[config.mk]
export PLATFORM = sky130hd
export DESIGN_NAME = muldiv_unit
export DESIGN_NICKNAME = d
export VERILOG_FILES = /design/src/rtl/muldiv_unit.sv
export SDC_FILE = /design/constraint.sdc
export NUM_CORES = 1
export LEC_CHECK = 0
export BUFFER_PORTS_ARGS = -buffer_cell sky130_fd_sc_hd__buf_4
export CORE_ASPECT_RATIO = 0.75
export CORE_MARGIN = 4
export CORE_UTILIZATION = 55
export CTS_BUF_LIST = sky130_fd_sc_hd__clkbuf_8
export CTS_CLUSTER_SIZE = 12
export DETAILED_ROUTE_END_ITERATION = 16
export PLACE_DENSITY = 0.74
export REMOVE_ABC_BUFFERS = 1
export SLEW_MARGIN = 15
export SYNTH_ARGS = -nofsm -noshare
export SYNTH_HDL_FRONTEND = slang
export SYNTH_SLANG_ARGS = --single-unit
[constraint.sdc]
create_clock -name clk -period 6.45 [get_ports clk]
set_input_delay 0.9675 -clock clk [delete_from_list [all_inputs] [get_ports clk]]
set_output_delay 0.9675 -clock clk [all_outputs]
set_load 0.01 [all_outputs]
[src/rtl/muldiv_unit.sv]
// rtl/muldiv_unit.sv - iterative multiply/divide unit with architectural Hi/Lo registers
// Radix-2 shift-add multiply and restoring divide on magnitudes, with signs applied in FIX.
module muldiv_unit #(
  parameter int WIDTH = 32,
  parameter int CNT_W = $clog2(WIDTH) + 1
) (
  input  logic             clk,
  input  logic             reset_n,
  input  logic             start,
  input  logic [2:0]       op,
  input  logic [WIDTH-1:0] opA,
  input  logic [WIDTH-1:0] opB,
  output logic             busy,
  output logic             done,
  output logic             div_by_zero,
  output logic [WIDTH-1:0] hi,
  output logic [WIDTH-1:0] lo
);

  typedef enum logic [1:0] {IDLE, CALC, FIX} state_e;

  localparam logic [CNT_W-1:0] CNT_INIT = CNT_W'(WIDTH);

  state_e             state_q, state_d;
  logic [CNT_W-1:0]   cnt_q, cnt_d;
  logic [2*WIDTH-1:0] acc_q, acc_d;
  logic [WIDTH-1:0]   rem_q, rem_d;
  logic [WIDTH-1:0]   b_q, b_d;
  logic               is_div_q, is_div_d;
  logic               neg_q, neg_d;
  logic               neg_rem_q, neg_rem_d;
  logic [WIDTH-1:0]   hi_q, hi_d;
  logic [WIDTH-1:0]   lo_q, lo_d;
  logic               busy_q, busy_d;
  logic               done_q, done_d;
  logic               dbz_q, dbz_d;

  logic               sign_a, sign_b;
  logic [WIDTH-1:0]   mag_a, mag_b;
  logic [WIDTH:0]     mul_sum;
  logic [WIDTH:0]     div_shift, div_diff;
  logic [2*WIDTH-1:0] prod;
  logic [WIDTH-1:0]   quot, rem;

  // Signed forms are MULT (0) and DIV (2); most-negative maps onto its own unsigned magnitude.
  assign sign_a = ~op[0] & opA[WIDTH-1];
  assign sign_b = ~op[0] & opB[WIDTH-1];
  assign mag_a  = sign_a ? -opA : opA;
  assign mag_b  = sign_b ? -opB : opB;

  // Multiply: acc = {partial product, remaining multiplier bits}, shifted right each step.
  assign mul_sum = {1'b0, acc_q[2*WIDTH-1:WIDTH]} + (acc_q[0] ? {1'b0, b_q} : '0);

  // Divide: the dividend/quotient shifts out of acc's low half MSB-first; diff[W] is the borrow.
  assign div_shift = {rem_q, acc_q[WIDTH-1]};
  assign div_diff  = div_shift - {1'b0, b_q};

  assign prod = neg_q ? -acc_q : acc_q;
  assign quot = neg_q ? -acc_q[WIDTH-1:0] : acc_q[WIDTH-1:0];
  assign rem  = neg_rem_q ? -rem_q : rem_q;

  always_comb begin
    state_d   = state_q;
    cnt_d     = cnt_q;
    acc_d     = acc_q;
    rem_d     = rem_q;
    b_d       = b_q;
    is_div_d  = is_div_q;
    neg_d     = neg_q;
    neg_rem_d = neg_rem_q;
    hi_d      = hi_q;
    lo_d      = lo_q;
    busy_d    = busy_q;
    done_d    = 1'b0;
    dbz_d     = dbz_q;
    case (state_q)
      IDLE: begin
        if (start) begin
          case (op)
            3'd0, 3'd1, 3'd2, 3'd3: begin
              if (op[1] && opB == '0) begin
                dbz_d  = 1'b1;
                done_d = 1'b1;
              end else begin
                is_div_d  = op[1];
                neg_d     = sign_a ^ sign_b;
                neg_rem_d = sign_a;
                cnt_d     = CNT_INIT;
                rem_d     = '0;
                acc_d     = {{WIDTH{1'b0}}, op[1] ? mag_a : mag_b};
                b_d       = op[1] ? mag_b : mag_a;
                dbz_d     = 1'b0;
                busy_d    = 1'b1;
                state_d   = CALC;
              end
            end
            3'd4: begin
              hi_d   = opA;
              dbz_d  = 1'b0;
              done_d = 1'b1;
            end
            3'd5: begin
              lo_d   = opA;
              dbz_d  = 1'b0;
              done_d = 1'b1;
            end
            default: ;
          endcase
        end
      end
      CALC: begin
        cnt_d = cnt_q - 1'b1;
        if (is_div_q) begin
          rem_d = div_diff[WIDTH] ? div_shift[WIDTH-1:0] : div_diff[WIDTH-1:0];
          acc_d = {{WIDTH{1'b0}}, acc_q[WIDTH-2:0], ~div_diff[WIDTH]};
        end else begin
          acc_d = {mul_sum, acc_q[WIDTH-1:1]};
        end
        if (cnt_q == CNT_W'(1)) state_d = FIX;
      end
      FIX: begin
        if (is_div_q) begin
          hi_d = rem;
          lo_d = quot;
        end else begin
          hi_d = prod[2*WIDTH-1:WIDTH];
          lo_d = prod[WIDTH-1:0];
        end
        busy_d  = 1'b0;
        done_d  = 1'b1;
        state_d = IDLE;
      end
      default: state_d = IDLE;
    endcase
  end

  always_ff @(posedge clk or negedge reset_n) begin
    if (!reset_n) begin
      state_q   <= IDLE;
      cnt_q     <= '0;
      acc_q     <= '0;
      rem_q     <= '0;
      b_q       <= '0;
      is_div_q  <= 1'b0;
      neg_q     <= 1'b0;
      neg_rem_q <= 1'b0;
      hi_q      <= '0;
      lo_q      <= '0;
      busy_q    <= 1'b0;
      done_q    <= 1'b0;
      dbz_q     <= 1'b0;
    end else begin
      state_q   <= state_d;
      cnt_q     <= cnt_d;
      acc_q     <= acc_d;
      rem_q     <= rem_d;
      b_q       <= b_d;
      is_div_q  <= is_div_d;
      neg_q     <= neg_d;
      neg_rem_q <= neg_rem_d;
      hi_q      <= hi_d;
      lo_q      <= lo_d;
      busy_q    <= busy_d;
      done_q    <= done_d;
      dbz_q     <= dbz_d;
    end
  end

  assign busy        = busy_q;
  assign done        = done_q;
  assign div_by_zero = dbz_q;
  assign hi          = hi_q;
  assign lo          = lo_q;

endmodule

# After elaboration in Yosys (flattened, before gate mapping)
# Index checks and enable logic that the tools add are counted.
# totals
regBits,206
input_bits,70
out_inout_bits,67
wordCells,104
# classes
add_sub_neg,8
n_eq_ne,15
mux,45
bitwise_logic,6
reduce_logical,17
# op_table
op,count
$mux W32,18
$mux W64,5
$pmux W32 S2,3
$neg A32 Y32,4
$pmux W64 S2,1
$neg A64 Y64,1
$add A32 B32 Y33,1
$sub A33 B32 Y33,1
$logic_not A32 Y1,1
$mux W6,3
$reduce_and A4 Y1,4
$pmux W6 S2,1
$reduce_and A3 Y1,3
$mux W2,4
$ne A2 B2 Y1 const B,4
$pmux W1 S2,4
$eq A3 B2 Y1 const B,2
$eq A3 B3 Y1 const B,2
$eq A6 B1 Y1 const B,1
$ne A2 B1 Y1 const B,3
$reduce_bool A2 Y1,3
$sub A6 B1 Y6 const B,1
$mux W1,5
$reduce_and A5 Y1,1
other kinds (12),15

# Depth between registers and ports, before layout
# Gate-level depths: netlist (run 1).
# logic_depth
ltp_word,8
mapped_depth,15
mapped_depth_nobuf,13

# Worst setup path after synthesis (run 1)
# No wires, ideal clock.
# synth_timing
path_type,input -> register
from,input opB[9]
to,register acc_q[0]
setup_ns,0.130
arrival_ns,3.332
t_required_ns,6.320
path_slack_ns,2.988
cell_stages,10
n_path_buf,1
cell_sequence,or4_1 > nor3_1 > nand4_1 > nor4b_2 > nor4_1 > nor2_4 > buf_4 > nor3_1 > a221oi_1 > nand2_1
# synth_via
elab_chain_cells,4
# synth_lines
item,line_no,rtl
start: declaration,12,"input logic [WIDTH-1:0] opB,"
$logic_not A32 Y1,81,if (op[1] && opB == '0) begin
$logic_and A1 B1 Y1,81,
$ne A2 B2 Y1 (no source line),n/a,
$reduce_and A4 Y1 (no source line),n/a,
end signal: assignment,141,acc_q <= '0;
end signal: assignment,155,acc_q <= acc_d;
end: declaration,26,"logic [2*WIDTH-1:0] acc_q, acc_d;"
# Every way passes these cells.
# A chain may end at the register's enable or synchronous reset.

# Final worst setup path (run 1)
# layout_timing
from,register acc_q[0]
to,register acc_q[58]
# layout_via
elab_chain_cells,4
# layout_lines
item,line_no,rtl
$mux W32,52,"assign mul_sum = {1'b0, acc_q[2*WIDTH-1:WIDTH]} + (acc_q[0] ? {1'b0, b_q} : '0);"
$add A32 B32 Y33,52,
$mux W64,113,if (is_div_q) begin
$pmux W64 S2,76,case (state_q)
# Every way passes these cells.

==> results of run 1 <==
[synthesized netlist by cell type (13+ instances only)]
| cell | count |
|---|---|
| nor2b_1 | 13 |
| nor2_1 | 226 |
| a31oi_1 | 25 |
| a22oi_1 | 21 |
| nand2_1 | 230 |
| nand3_1 | 41 |
| a221oi_1 | 16 |
| nand2b_1 | 21 |
| a21o_1 | 29 |
| and3_1 | 15 |
| inv_1 | 79 |
| nor4_1 | 20 |
| or3_1 | 22 |
| nor3_1 | 38 |
| mux2i_1 | 43 |
| ha_1 | 70 |
| a221o_1 | 17 |
| a21oi_1 | 168 |
| mux2_2 | 16 |
| clkbuf_1 | 98 |
| o41ai_1 | 14 |
| o21ai_0 | 211 |
| o31ai_1 | 53 |
| xnor2_1 | 102 |
| dfrtp_1 | 206 |
| o211ai_1 | 14 |
| xor2_1 | 94 |
[layer usage]
metal	routed length [um]	track usage [%]	vias to the layer above
met5	7	0	-
met4	2220	12.1	2
met3	6190	6.89	158
met2	23800	50.3	945
met1	24500	48.3	7956
li1	-	-	7640
[worst paths after layout]
check                           startpoint        end  slack (ns)  depth (start not counted)
max in group asynchronous          reset_n   is_div_q        4.47                          2
worst min-delay path               reset_n      lo[8]        0.46                          1
worst min register to register     b_q[20]    b_q[20]        0.48                          2
worst max register to register    acc_q[0]  acc_q[58]        2.17                         13
min in group clk                   b_q[20]    b_q[20]        0.48                          2
worst max-delay path              acc_q[0]  acc_q[58]        2.17                         13
[stage by stage]
stage	setup slack [ns]	cell area (um2)	total power, mW	std cells	hold slack [ns]
after global routing	1.92	18500	9.95	2578	0.489
after detailed placement	1.83	17700	7.84	2513	0.468
after CTS	2.28	18500	9.18	2578	0.481
after global placement	1.97	17700	7.69	2513	0.461
final	2.17	18500	9.31	2578	0.460
after floorplan	2.27	16000	6.02	1959	0.450
[cell type report]
class,instances,area (um2)
clock buffers,51,702
repair buffers,162,1240
flip-flops and latches,206,5160
multi-input cells,1674,10600
clock inverters,14,65.1
inverters,79,297
fillers,2649,10800
well taps,392,490
[cell families (layout without fill, tap and decap cells)]
kind of cell | after synthesis | in the layout | share of synthesized area, %
AOI/OAI and AO/OA | 654 | 654 | 24.8
xor gates and xnor gates | 196 | 196 | 10.4
adders and majority gates | 72 | 72 | 5.56
buffers and inverters | 199 | 306 | 4.72
DFF | 206 | 206 | 31.3
muxes | 59 | 59 | 3.71
and+or+nand+nor | 693 | 693 | 19.5
[state kept, by name, summed over array words and instances, names as in the netlist]
name and flops:
acc_q 64, b_q 32, hi 32, lo 32, rem_q 32, cnt_q 6, state_q 2, busy 1
div_by_zero 1, done 1, is_div_q 1, neg_q 1, neg_rem_q 1
[report_power, final]
group          total (mW)  internal (mW)  leakage [nW]  switching (mW)
registers            2.63           1.86          2.59           0.772
clock network        1.31          0.704         0.426           0.602
logic                5.38           2.18          5.17            3.20
==> key figures, run 1 <==
Power and ir drop
  – VDD IR max: 0.353 mV
  – Power per Cell Area: 503 nW/um2
  – LEAKAGE: 8.19 nW

Global route
  – Initial antenna violation count: 2
  – First-pass GRT wire length: 87900 um
  – Largest net degree at the start of global routing: 107
  – Number of global-route vias before repair: 15.3k
  – GRT overflow: 0
  – GRT Overall Usage: 33.5%

Floorplanning
  – Row count: 54
  – Die Y: 158 um
  – Die X: 208 um
  – Core Area: 29300 um2
  – Top Ports: 137
  – Initial Util: 56.1%
  – Die area: 32800 um2

Outcome
  – Outcome: complete, no violations

Route
  – # DRC: 0
  – Via count: 16.7k
  – Average wire per standard cell: 22.0 um
  – Antenna-violating nets left: 0
  – DR pass1 iterations: 6
  – Via density: 6.48
  – Final wirelength: 56700 um
  – Initial DRC count: 2101

Timing
  – Setup TNS Final: 0 ns
  – Slew headroom: 13.5%
  – Final Max Slew Viols: 0
  – Setup violations, final: 0
  – Hold violation total from the final report: 0
  – Unrepaired setup endpoints after global routing: false
  – Crit share post-route: 66.4%
  – Minimum clock period: 4.28 ns
  – Fin Clk Skew: 0.0305 ns
  – Worst-margin pin slew: 1.29 ns
  – Fmax: 234 MHz

Synth
  – Avg Cell Area, Syn: 7.92 um2
  – Area of the mapped netlist: 16500 um2
  – FFs w/ async S/R, synth: 100%
  – Unique masters post-synth: 77
  – Synthesized netlist cell count: 2079
  – FF+latch count, synth: 206
  – Yosys Warn Count: 0
  – Number of synthesized flops with an enable pin: 0
  – Leading area contributor after synthesis: dfrtp_1
  – Ys flop type: dfrtp_1
  – Sequential share of the synthesized area: 31.3%
  – Yosys top cell area share: 31.3%
  – Main area contributors after synthesis: dfrtp_1 (31%), o21ai_0 (6.4%), xnor2_1 (5.4%)

CTS
  – Post_cts resized: 0
  – H-tree levels: 2
  – Clk slew on worst S/H paths: 0.07 ns
  – Clk sinks: 206
  – CTS tree: yes
  – CTS Buffer Depth: 3
  – Post-CTS setup buffer count: 0
  – Cts hold-fix bufs: 0
  – CTS root buf: clkbuf_8
  – Worst skew pair latency: 0.58 ns
  – CTS buffer count: 38

Setup path
  – CP max-delay cell: o41ai_1
  – Buf/Inv on CP: 2
  – WP data arrival: 4.70 ns
  – Family with the most delay on the worst path: compound AO/OA/AOI/OAI gates
  – CP cell instances: inv_1, buf_4, nor2_1, ha_1, o21ai_0, o21ai_0, a21oi_1, o31ai_1, a21oi_1, o41ai_1, a41oi_1, xor2_1, o21ai_0
  – Crit path max fanout: 31
  – Crit-path most repeated cell: o21ai_0
  – CP Capture Type: flop
  – Startpoint types: flop
  – CP Data Required Time: 6.87 ns
  – Crit Path Class: flop to flop
  – CP max stage delay: 0.80 ns

Cells and area
  – Commonest non-fill, non-tap cell in the layout: nand2_1
  – Antenna cells: 0
  – Layout cells sized above 1: 12.4%
  – Final core occ: 63.1%
  – Commonest non-fill, non-tap cells in the layout: nand2_1 (230), nor2_1 (224), o21ai_0 (211)
  – Nets: 2303
  – Area Overhead vs Synth: 12.4%

Worst hold path
  – HP Class: primary input to async pin

Flow run
  – Maxcap violations: 0

Placement
  – Gpl congestion: 1.00
  – HPWL after DPL: 41800 um
  – IO Port Bufs: 136
Note: power is estimated with default switching activity, not from simulation.
==> inputs of run 2 (changes only) <==
--- a/config.mk
+++ b/config.mk
@@ -12,7 +12,7 @@
 export CTS_BUF_LIST = sky130_fd_sc_hd__clkbuf_8
 export CTS_CLUSTER_SIZE = 12
 export DETAILED_ROUTE_END_ITERATION = 16
-export PLACE_DENSITY = 0.74
+export PLACE_DENSITY = 0.77
 export REMOVE_ABC_BUFFERS = 1
 export SLEW_MARGIN = 15
 export SYNTH_ARGS = -nofsm -noshare
==> constraint.sdc (replaced) <==
create_clock -name clk -period 3.6 [get_ports clk]
set_input_delay 0.54 -clock clk [delete_from_list [all_inputs] [get_ports clk]]
set_output_delay 0.54 -clock clk [all_outputs]
set_load 0.01 [all_outputs]
==> key figures, run 2 (synthesis results as in run 1) <==
Cells and area
  – Layout cells sized above 1: 14.4% (+2.0 points)
  – Post-route insts no fill: 2629 (+2.0%)
  – Commonest non-fill, non-tap cell in the layout: nand2_1
  – Nets: 2352 (+2.1%)
  – Commonest non-fill, non-tap cells in the layout: nand2_1 (230), nor2_1 (223), o21ai_0 (210)
  – Max reg flops: 64 (unchanged)
  – Top reg by flops: acc_q
  – Antenna cells: 0 (unchanged)
  – Area Overhead vs Synth: 15.3%

Timing
  – Final Max Slew Viols: 0 (unchanged)
  – Unrepaired setup endpoints after global routing: false
  – Setup violations, final: 0 (unchanged)
  – Minimum clock period: 3.44 ns (-0.838 ns)
  – Fmax: 290 MHz (+24%)
  – Hold violation total from the final report: 0 (unchanged)
  – Final setup margin: 0.158 ns (-2.01 ns)
  – Crit share post-route: 95.6% (+29 points)
  – Fin Clk Skew: 0.0270 ns (-0.00351 ns)
  – Slew headroom: 21.8% (+8.3 points)
  – Worst-margin pin slew: 1.17 ns (-0.120 ns)

Global route
  – GRT overflow: 0 (unchanged)
  – Number of global-route vias before repair: 15.6k (+1.9%)
  – Initial antenna violation count: 0 (-2)
  – Largest net degree at the start of global routing: 105 (-1.9%)
  – First-pass GRT wire length: 89600 um (+2.0%)
  – GRT Overall Usage: 34.3% (+0.81 points)

CTS
  – Clk sinks: 206 (unchanged)
  – CTS root buf: clkbuf_8
  – Clk slew on worst S/H paths: 0.06 ns (about the same)
  – CTS Buffer Depth: 3 (unchanged)
  – CTS buffer count: 37 (-2.6%)
  – H-tree levels: 2 (unchanged)
  – CTS tree: yes
  – Worst skew pair latency: 0.59 ns (about the same)

Power and ir drop
  – Power per Cell Area: 912 nW/um2 (+81%)
  – LEAKAGE: 8.48 nW (+3.6%)
  – VDD IR max: 0.498 mV (+41%)

Setup path
  – Startpoint types: flop
  – CP max stage delay: 0.38 ns (-0.42 ns)
  – CP Capture Type: flop
  – Reg2reg end: rem_q[4]
  – Reg2Reg Depth: 13 (unchanged)
  – R2R Path Start: acc_q[31]
  – Family with the most delay on the worst path: compound AO/OA/AOI/OAI gates
  – R2R setup slack: 0.16 ns (-2.01 ns)
  – CP max-delay cell: fa_1
  – Buf/Inv on CP: 3 (+1)
  – CP Data Required Time: 4.05 ns (-2.82 ns)
  – WP data arrival: 3.89 ns (-0.81 ns)
  – Crit path max fanout: 30 (-3.2%)
  – Crit Path Class: flop to flop
  – CP cell instances: inv_1, ha_1, fa_1, nand2b_1, a21oi_1, o2111ai_1, a31o_2, a211o_1, o211ai_1, buf_4, nor2_2, buf_12, a221o_1

Route
  – Antenna-violating nets left: 0 (unchanged)
  – Via density: 6.49 (+0.22%)
  – DR pass1 iterations: 6 (unchanged)
  – Final wirelength: 58300 um (+2.7%)
  – Average wire per standard cell: 22.2 um (+0.75%)
  – Via count: 17.1k (+2.2%)
  – # DRC: 0 (unchanged)
  – Initial DRC count: 2096 (-0.24%)

Floorplanning
  – Row count: 54 (unchanged)
  – Die Y: 158 um (unchanged)
  – Top Ports: 137 (unchanged)
  – Die X: 208 um (unchanged)
  – Die area: 32800 um2 (unchanged)
  – Initial Util: 56.1% (unchanged)
  – Core Area: 29300 um2 (unchanged)

Placement
  – Placement Setup Slack: 0.212 ns (-1.62 ns)
  – Placed cell count: 2563 (+2.0%)
  – Gpl congestion: 0.989 (-1.2%)
  – IO Port Bufs: 136 (unchanged)
  – HPWL after DPL: 44000 um (+5.2%)

Outcome
  – Outcome: complete, no violations

Flow run
  – Maxcap violations: 0 (unchanged)

Worst hold path
  – HP Class: primary input to async pin
==> run 2: cell count changes in the layout (fill, tap and decap cells not counted), sizes merged <==
cell / before / now
clkbuf: 51 / 49
inv: 85 / 89
clkinv: 7 / 5
buf: 162 / 212
bufinv: 0 / 1
==> run 2: area by class of cell <==
type | instances | area (um2)
Timing Repair Buffer | 212 | 1690
Fill cell | 2558 | 10300
Tap cell | 392 | 490
Sequential cell | 206 | 5160
Multi-Input combinational cell | 1674 | 10600
Inverter | 79 | 297
Clock buffer | 49 | 674
Clock inverter | 17 | 110
==> run 2: worst max-delay path by stage <==
stage | depth (start not counted) | slack, ns | from | end
2_1_floorplan | 9 | -0.15 | opB[9] | acc_q[0]
3_3_place_gp | 11 | 0.23 | opB[9] | acc_q[0]
4_1_cts | 13 | 0.18 | acc_q[0] | acc_q[53]
5_1_grt | 8 | 0.02 | acc_q[3] | hi[6]
3_5_place_dp | 11 | 0.21 | opB[9] | rem_q[24]
6_report | 13 | 0.16 | acc_q[31] | rem_q[4]
==> run 2: through the flow <==
stage	cell area (um2)	util, %	TNS, ns	power [mW]	hold WS, ns
after floorplan	16000	-	-3.31	10.8	0.244
after global placement	18200	62.0	0	14.3	0.461
after detailed placement	18200	62.0	0	14.5	0.471
after CTS	19000	64.7	0	17.0	0.0613
after global routing	19000	64.7	0	18.4	0.0960
final	19000	64.7	0	17.3	0.0120
==> run 2: worst register-to-register path, delay by kind of cell (launching register included) <==
family,cells,cell delay (ns)
buf+inv,3,0.45
fa+ha+maj,2,0.61
compound gates,6,1.65
flops,1,0.35
simple gates,2,0.26
==> run 2: metal layers <==
metal,vias up,track usage [%],wire length (um)
li1,7736,-,-
met1,8104,48.9,24800
met2,1077,50.7,23900
met3,152,8.28,7100
met4,0,13.5,2520
met5,-,0,0
==> run 2: timing repair <==
item,CTS,global route
hold endpoints to repair,0,0
setup buffers,0,0
endpoints found under the setup margin,0,7
hold buffers,0,0
gates resized for setup,0,5
==> run 2: power by group <==
part	total [mW]	internal, mW	switching [mW]
clock network	2.41	1.30	1.12
registers	4.64	3.33	1.31
logic	10.2	4.23	6.02
total	17.3	8.86	8.44
